File: src/rtl/imem_boot_loader_pkg.sv
// Shared definitions for the instruction-memory boot loader.
//   state_t        : loader FSM states
//   WORD_W         : instruction word width
//   BYTE_W         : stream byte width
//   BYTES_PER_WORD : bytes packed into one instruction word
//   BCNT_W         : width of the byte-within-word counter
package imem_boot_loader_pkg;

  localparam int WORD_W         = 32;
  localparam int BYTE_W         = 8;
  localparam int BYTES_PER_WORD = 4;
  localparam int BCNT_W         = $clog2(BYTES_PER_WORD);

  typedef enum logic [2:0] {
    IDLE  = 3'd0,
    LOAD  = 3'd1,
    WRITE = 3'd2,
    RUN   = 3'd3,
    DONE  = 3'd4
  } state_t;

endpackage

File: src/rtl/imem_word_packer.sv
// Big-endian byte-to-word packer.
// Ports:
//   clk_i, rst_i  : clock, asynchronous active-low reset
//   clear_i       : drop any partially assembled word
//   accept_i      : byte_i is taken this cycle
//   byte_i        : incoming stream byte
//   word_o        : word as it stands once byte_i is appended (valid with word_full_o)
//   word_full_o   : pulses on the accept that completes a word
module imem_word_packer
  import imem_boot_loader_pkg::*;
(
  input  logic              clk_i,
  input  logic              rst_i,
  input  logic              clear_i,
  input  logic              accept_i,
  input  logic [BYTE_W-1:0] byte_i,
  output logic [WORD_W-1:0] word_o,
  output logic              word_full_o
);

  // Only the first three bytes need storage; the fourth is appended
  // combinationally so the word is available on the accepting edge.
  logic [WORD_W-BYTE_W-1:0] r_shift;
  logic [BCNT_W-1:0]        r_cnt;

  always_ff @(posedge clk_i or negedge rst_i) begin
    if (!rst_i) begin
      r_shift <= '0;
      r_cnt   <= '0;
    end else if (clear_i) begin
      r_cnt   <= '0;
    end else if (accept_i) begin
      r_shift <= {r_shift[WORD_W-2*BYTE_W-1:0], byte_i};
      r_cnt   <= r_cnt + BCNT_W'(1);
    end
  end

  assign word_o      = {r_shift, byte_i};
  assign word_full_o = accept_i && (r_cnt == BCNT_W'(BYTES_PER_WORD - 1));

endmodule

File: src/rtl/imem_boot_loader.sv
// Instruction-memory boot loader: packs a byte stream into 32-bit words,
// writes them to instruction memory while holding the CPU in reset, then
// releases the CPU for a programmed number of cycles and flags done.
// Ports:
//   clk_i, rst_i   : clock, asynchronous active-low reset
//   load_start_i   : start pulse, honoured in IDLE and DONE only
//   word_count_i   : words to load (clamped to 2^ADDR_W), latched on start
//   run_cycles_i   : CPU run length, latched on start
//   byte_*         : byte stream handshake
//   mem_*          : instruction-memory write port (byte address, word aligned)
//   cpu_rst_o      : CPU reset, active-low
//   done_o         : run finished, CPU state stable
//   dbg_state_o    : current FSM state
//
// Handshake: a byte transfers on a rising edge where byte_valid_i and
// byte_ready_o are both 1. The source must hold byte_data_i stable with
// byte_valid_i high until that edge; ready is high only in LOAD.
module imem_boot_loader
  import imem_boot_loader_pkg::*;
#(
  parameter int ADDR_W = 5,
  parameter int CNT_W  = 16
) (
  input  logic              clk_i,
  input  logic              rst_i,
  input  logic              load_start_i,
  input  logic [ADDR_W:0]   word_count_i,
  input  logic [CNT_W-1:0]  run_cycles_i,
  input  logic [BYTE_W-1:0] byte_data_i,
  input  logic              byte_valid_i,
  output logic              byte_ready_o,
  output logic              mem_we_o,
  output logic [WORD_W-1:0] mem_addr_o,
  output logic [WORD_W-1:0] mem_wdata_o,
  output logic              cpu_rst_o,
  output logic              done_o,
  output logic [2:0]        dbg_state_o
);

  localparam logic [ADDR_W:0] MAX_WORDS = {1'b1, {ADDR_W{1'b0}}};

  state_t              r_state;
  state_t              w_next;
  logic [ADDR_W:0]     r_count;
  logic [CNT_W-1:0]    r_run;
  logic [ADDR_W-1:0]   r_idx;
  logic [CNT_W-1:0]    r_run_cnt;
  logic                r_ready;
  logic                r_we;
  logic                r_cpu_rst;
  logic                r_done;
  logic [WORD_W-1:0]   r_addr;
  logic [WORD_W-1:0]   r_wdata;

  logic                w_start;
  logic [ADDR_W:0]     w_count_clamped;
  logic                w_accept;
  logic [WORD_W-1:0]   w_word;
  logic                w_word_full;
  logic                w_last_word;
  logic                w_run_last;

  assign w_start         = load_start_i && ((r_state == IDLE) || (r_state == DONE));
  assign w_count_clamped = (word_count_i > MAX_WORDS) ? MAX_WORDS : word_count_i;
  assign w_accept        = byte_valid_i && r_ready;
  assign w_last_word     = ({1'b0, r_idx} == (r_count - (ADDR_W+1)'(1)));
  assign w_run_last      = (r_run_cnt == (r_run - CNT_W'(1)));

  imem_word_packer u_packer (
    .clk_i       (clk_i),
    .rst_i       (rst_i),
    .clear_i     (w_start),
    .accept_i    (w_accept),
    .byte_i      (byte_data_i),
    .word_o      (w_word),
    .word_full_o (w_word_full)
  );

  always_ff @(posedge clk_i or negedge rst_i) begin
    if (!rst_i) r_state <= IDLE;
    else        r_state <= w_next;
  end

  always_comb begin
    w_next = r_state;
    case (r_state)
      IDLE, DONE: begin
        if (w_start) begin
          if (w_count_clamped == '0) w_next = (run_cycles_i == '0) ? DONE : RUN;
          else                       w_next = LOAD;
        end
      end
      LOAD:    if (w_word_full) w_next = WRITE;
      WRITE: begin
        if (w_last_word) w_next = (r_run == '0) ? DONE : RUN;
        else             w_next = LOAD;
      end
      RUN:     if (w_run_last) w_next = DONE;
      default: w_next = IDLE;
    endcase
  end

  // Outputs are registered from the next state so they line up with it.
  always_ff @(posedge clk_i or negedge rst_i) begin
    if (!rst_i) begin
      r_count   <= '0;
      r_run     <= '0;
      r_idx     <= '0;
      r_run_cnt <= '0;
      r_ready   <= 1'b0;
      r_we      <= 1'b0;
      r_cpu_rst <= 1'b0;
      r_done    <= 1'b0;
      r_addr    <= '0;
      r_wdata   <= '0;
    end else begin
      r_ready   <= (w_next == LOAD);
      r_we      <= (w_next == WRITE);
      r_cpu_rst <= (w_next == RUN) || (w_next == DONE);
      r_done    <= (w_next == DONE);

      if (w_start) begin
        r_count <= w_count_clamped;
        r_run   <= run_cycles_i;
        r_idx   <= '0;
      end else if ((r_state == WRITE) && (w_next == LOAD)) begin
        r_idx   <= r_idx + ADDR_W'(1);
      end

      // Capture on the completing accept so the write shows one cycle later.
      if (w_word_full) begin
        r_addr  <= {{(WORD_W-ADDR_W-2){1'b0}}, r_idx, 2'b00};
        r_wdata <= w_word;
      end

      if (r_state == RUN) r_run_cnt <= r_run_cnt + CNT_W'(1);
      else                r_run_cnt <= '0;
    end
  end

  assign byte_ready_o = r_ready;
  assign mem_we_o     = r_we;
  assign mem_addr_o   = r_addr;
  assign mem_wdata_o  = r_wdata;
  assign cpu_rst_o    = r_cpu_rst;
  assign done_o       = r_done;
  assign dbg_state_o  = r_state;

endmodule

File: config.mk
export PLATFORM = sky130hd
export DESIGN_NAME = imem_boot_loader
export DESIGN_NICKNAME = d
export VERILOG_FILES = /design/src/rtl/imem_boot_loader_pkg.sv /design/src/rtl/imem_word_packer.sv /design/src/rtl/imem_boot_loader.sv
export SDC_FILE = /design/constraint.sdc
export NUM_CORES = 1
export LEC_CHECK = 0
export CAP_MARGIN = 10
export CORE_ASPECT_RATIO = 1.5
export CORE_MARGIN = 1
export CORE_UTILIZATION = 40
export CTS_BUF_LIST = sky130_fd_sc_hd__clkbuf_4 sky130_fd_sc_hd__clkbuf_8 sky130_fd_sc_hd__clkbuf_16
export CTS_CLUSTER_DIAMETER = 200
export CTS_CLUSTER_SIZE = 40
export DETAILED_ROUTE_END_ITERATION = 8
export PLACE_DENSITY = 0.68
export SLEW_MARGIN = 20
export SYNTH_ARGS = -nofsm -noshare
export SYNTH_HDL_FRONTEND = slang
export SYNTH_SLANG_ARGS = --single-unit
File: constraint.sdc
create_clock -name clk_i -period 2.2 [get_ports clk_i]
set_clock_uncertainty 0.1 [all_clocks]
set_input_delay 0.33 -clock clk_i [delete_from_list [all_inputs] [get_ports clk_i]]
set_output_delay 0.33 -clock clk_i [all_outputs]
set_load 0.01 [all_outputs]
# ---- Word level (Yosys, flattened, before mapping)
# Index checks and enable logic that the tools add are counted.
dict set report totals {
  wordCells 59
  mem_bits_ro 0
  latchBits 0
  ram_bits 0
  mem_count 0
  regBits 113
}
dict set report op_classes {
  mul 0
  reduce_logical 14
  div 0
  eq_ne 11
  n_mux 14
  n_shift 0
  bitwise_logic 1
  order_cmp 1
  addsub 5
}
# cell n
set op_table {}
lappend op_table {{$logic_not 16->1} 2}
lappend op_table {{$mux 3} 7}
lappend op_table {{$add 16x1->16 const B} 1}
lappend op_table {{$eq 16x16->1} 1}
lappend op_table {{$mux 16} 1}
lappend op_table {{$sub 16x1->16 const B} 1}
lappend op_table {{$eq 3x2->1 const B} 4}
lappend op_table {{$pmux 3 s4} 1}
lappend op_table {{$mux 5} 2}
lappend op_table {{$eq 3x1->1 const B} 2}
lappend op_table {{$eq 3x3->1 const B} 2}
lappend op_table {{$eq 5x6->1} 1}
lappend op_table {{$gt 6x6->1 const B} 1}
lappend op_table {{$logic_not 6->1} 1}
lappend op_table {{$mux 6} 1}
lappend op_table {{$sub 6x1->6 const B} 1}
lappend op_table {{$add 5x1->5 const B} 1}
lappend op_table {{$logic_and 1x1->1} 4}
lappend op_table {{$mux 2} 2}
lappend op_table {{$reduce_bool 2->1} 2}
lappend op_table {{$logic_not 3->1} 1}
lappend op_table {{$add 2x1->2 const B} 1}
lappend op_table {{$eq 2x2->1 const B} 1}
lappend op_table {{$logic_or 1x1->1} 2}
lappend op_table {{other kinds (3)} 3}

# ---- Depth between registers and ports, before layout
dict set report depth {
  word_depth 10
  mapped_depth 9
  mapped_depth_nobuf 8
}

# ---- By module
# From an unflattened synthesis, not the netlist that was laid out.
dict set report hier_totals {
  hier_cells 504
  hier_area_um2 5650.4
}
# mod area_each_um2 cells_per_inst instances seq_area_each_um2
set by_module_without_submodules {}
lappend by_module_without_submodules {imem_boot_loader 4483.0 436 1 2177.1}
lappend by_module_without_submodules {imem_word_packer 1167.4 68 1 650.6}

# ---- Worst setup path before layout
# Ideal clock, no wire load.
dict set report synth_path {
  path_type {reg-to-reg}
  start {register r_run[0]}
  end {register r_state[2], in the netlist dbg_state_o[2]}
  path_buffers 1
  t_required_ps 2034
  stages_incl_launch_ff 10
  t_arrival_ps 2039
  path_slack_ps -5
  period_less_slack_ps 2205
  setup_ps 66
  path_cell_list {dfrtp_1 > inv_1 > ha_1 > nor3b_1 > buf_2 > nand2_1 > xnor2_1 > o32a_1 > nor4_4 > a31o_1}
}
dict set report synth_between {
  elab_chain_cells 4
}
# element line_no
set synth_lines {}
lappend synth_lines {{start: declaration} imem_boot_loader.sv:45} ;# logic [CNT_W-1:0] r_run;
lappend synth_lines {{start signal: assignment} imem_boot_loader.sv:124} ;# r_run <= run_cycles_i;
lappend synth_lines {{$sub 16x1->16 or $logic_not 16->1 (tied branches)} {imem_boot_loader.sv:67, imem_boot_loader.sv:95}}
lappend synth_lines {{$eq 16x16->1 or $mux 3 (tied branches)} {imem_boot_loader.sv:67, imem_boot_loader.sv:95}}
lappend synth_lines {{$mux 3 (on tied branches)} {imem_boot_loader.sv:98, imem_boot_loader.sv:95}}
lappend synth_lines {{$pmux 3 s4 (*)} imem_boot_loader.sv:86} ;# case (r_state)
lappend synth_lines {{net w_next[2]} imem_boot_loader.sv:43} ;# state_t w_next;
lappend synth_lines {{end signal: assignment} imem_boot_loader.sv:81} ;# else r_state <= w_next;
lappend synth_lines {{end: declaration} imem_boot_loader.sv:42} ;# state_t r_state;
# Mark *: on every way through the listed nets, which the timed path passes. The rest lies on a longest branch.
# A chain may end at the register's enable or synchronous reset.

# ---- Worst setup path in the final report
# Same ends and word-level chain as after synthesis.

==> results.md <==
* Outcome: finished with violations
* Failing checks: design-rule violations, negative setup slack
* Total Routing Usage GR at 0.1871
* Initial antenna violation count at 0
* Synth top area share at 0.5145
* Fmax at 446.0 MHz
* Final HPWL DP at 8631 um
* Cell area after synthesis at 5497 um2
* Die footprint at 14,220 um2
* Post-DRT Antenna Nets at 0
* Clk slew on worst S/H paths at 50 ps
* Commonest non-fill, non-tap cell in the layout: dfrtp_1
* Placeable Area at 13,470 um2
* Endpoint type of the worst setup path: register
* Critical Path RT at 2430 ps
* Port bufs at 77
* Power Density at 1361 nW/um2
* WL final at 12,490 um
* Clk_lat worst skew at 410 ps
* Number of max-cap violations at 0
* Area growth, synth to finish at 35.03%
* Drt first pass iters at 6
* Ranking of synthesized cells by area: dfrtp_1 (51%), mux2_2 (12%), nand2_1 (4.4%)
* Hold Vio Cnt, Final at 0
* Final period util at 1.019
* Die Width at 97.71 um
* Crit Path Max Fanout at 6
* Commonest non-fill, non-tap cells in the layout: dfrtp_1 (113), clkdlybuf4s50_1 (76), nand2_1 (63)
* First-pass GRT wire length at 21,140 um
* Final worst setup slack at -42.10 ps
* Reg2reg start: r_run[0]$_DFFE_PN0P_
* Min-Delay Endpoint: r_run[3]$_DFFE_PN0P_
* Routed length per instance at 15.75 um
* Clock root buffer: clkbuf_16
* Vias per cell at 5.132
* PnR Total Power at 10.10 mW
* Setup Viol. Count Final at 4
* FF-to-FF path depth at 9
* Lkg Pwr at 3.342 nW
* Clk sink count at 113
* GRT overflow at 0
* Hold depth at 3
* Drc violations at 11
* Post-synth cell types at 55
* WS Path Type: register to register
* Minimum clock period at 2242 ps
* Worst-case headroom to the max-slew limit at 0.5981
* Sequential-to-total area share from yosys stat at 0.5145
* Via count at 4,070
* Layout cells sized above 1 at 0.2662
* Unrepaired setup endpoints after global routing: yes
* CTS tree: yes
* Core Rows at 52
* CP startpoint kind: register
* Dominant synthesized flop cell: dfrtp_1
* YS warnings at 0
* H-tree depth at 4
* Post-Layout Cell Count at 793
* RePlAce Congestion at 0.8550
* VDD IR max at 0.7764 mV
* Worst Hold Class: input port to register
* Vias in the first global route at 4,291
* Bufs on Longest Clock Path at 2
* Biggest area consumer among synthesized cells: dfrtp_1
* N_diodes at 0
* R2r setup slk at -40 ps
* FF-to-FF End: dbg_state_o[2]$_DFF_PN0_
* Syn avg cell area at 11.15 um2
* Post-synth EDFFs at 0
* Die Y at 145.6 um
* WP data arrival at 2470 ps
* Pin count of the biggest net entering global routing at 114
* NumNets Final at 658
* Asr flop ratio synth at 1.000
* I/O pins at 105
* Final Max Tran Viols at 0
* Actual slew at the worst max-slew pin at 602.8 ps
* Mapped Cells at 493
* Initial DRC Count at 130
* TritonCTS Buffers at 17
* Synth Register Bits at 113
* Dpl cells at 756
* Starting Density at 0.4081
* Hold wc startpoint: run_cycles_i[3]
[worst max-delay path, stage by stage, from the launching register on]
cell and delay [ps]:
dfrtp_1 390, inv_2 90, ha_4 140, nor3b_4 220
buf_6 150, nand2_2 50, xnor2_1 120, o32a_1 330
nor4_4 380, a31o_1 200
[cells in the mapped netlist, types with 6 or more instances]
cell type,number
clkbuf_1,11
nand2_1,64
dfrtp_1,113
xnor2_1,22
xor2_1,18
nor2_1,24
nand3b_1,8
a21oi_1,11
nand3_1,16
nor4_1,6
nand4_1,9
o21ai_0,12
mux2_2,61
buf_4,27
inv_1,11
[registers in the layout, summed over array words and instances (netlist names)]
register and flops:
mem_wdata_o 32, u_packer.r_shift 24, r_run 16, r_run_cnt 16, r_count 6, mem_addr_o 5
r_idx 5, dbg_state_o 3, u_packer.r_cnt 2, byte_ready_o 1, cpu_rst_o 1, done_o 1
mem_we_o 1
[repair_timing]
action                                  4_1_cts  5_1_grt
hold buffers                                  1        0
endpoints found under the hold margin       113        0
resized for setup                             7        9
pin swaps                                     5        9
endpoints found under the setup margin        4        7
setup buffers                                 3        2
[final cells by class]
type | count | area [um2]
multi-input cells | 351 | 2510
clock buffers | 17 | 425.4
inverters | 11 | 41.29
repair buffers | 125 | 1176
flip-flops and latches | 113 | 2828
fillers | 1147 | 6046
well taps | 162 | 202.7
clock inverters | 14 | 239.0
[report_power, final]
part	switching (mW)	internal, mW
logic	1.62	1.97
clock network	0.966	2.12
registers	0.609	2.82
[cell families (layout without fill, tap and decap cells)]
group | count (synthesis) | after routing | share of synthesized area
mux | 62 | 62 | 0.1268
compound gates | 51 | 51 | 0.06374
flops | 113 | 113 | 0.5145
other cells | 1 | 27 | 0.0006822
simple gates | 166 | 166 | 0.1598
fa+ha+maj | 5 | 5 | 0.01138
xor+xnor | 40 | 40 | 0.06374
buf+inv | 55 | 167 | 0.05941
[worst max-delay path by stage]
stage | startpoint | slack (ps) | depth (start not counted) | end
2_1_floorplan | r_run[0]$_DFFE_PN0P_ | 30 | 9 | dbg_state_o[2]$_DFF_PN0_
3_3_place_gp | run_cycles_i[1] | -170 | 8 | dbg_state_o[2]$_DFF_PN0_
3_5_place_dp | run_cycles_i[1] | -200 | 8 | dbg_state_o[2]$_DFF_PN0_
4_1_cts | r_run[1]$_DFFE_PN0P_ | -50 | 9 | dbg_state_o[2]$_DFF_PN0_
5_1_grt | r_run[0]$_DFFE_PN0P_ | -130 | 9 | dbg_state_o[2]$_DFF_PN0_
6_report | r_run[0]$_DFFE_PN0P_ | -40 | 9 | dbg_state_o[2]$_DFF_PN0_
[through the flow]
stage | utilization | hold slack, ps | worst slack (ps) | TNS (ps) | cell area (um2)
after CTS | 0.5470 | 371.3 | -46.56 | -77.31 | 7367
after global routing | 0.5511 | 391.8 | -134.7 | -499.1 | 7422
after detailed placement | 0.4934 | 369.7 | -197.7 | -938.3 | 6645
final | 0.5511 | 380.0 | -42.10 | -108.4 | 7422
after floorplan | - | -65.59 | 34.73 | 0 | 5599
after global placement | 0.4934 | 356.0 | -169.7 | -858.1 | 6645
[layer usage]
metal | up-vias | routed length (um) | track usage
met2 | 100 | 6496 | 0.3234
met1 | 2030 | 5056 | 0.2142
li1 | 1917 | - | -
met5 | - | 0 | 0
met4 | 0 | 307 | 0.08409
met3 | 23 | 628 | 0.05235
Note: power is estimated with default switching activity, not from simulation.
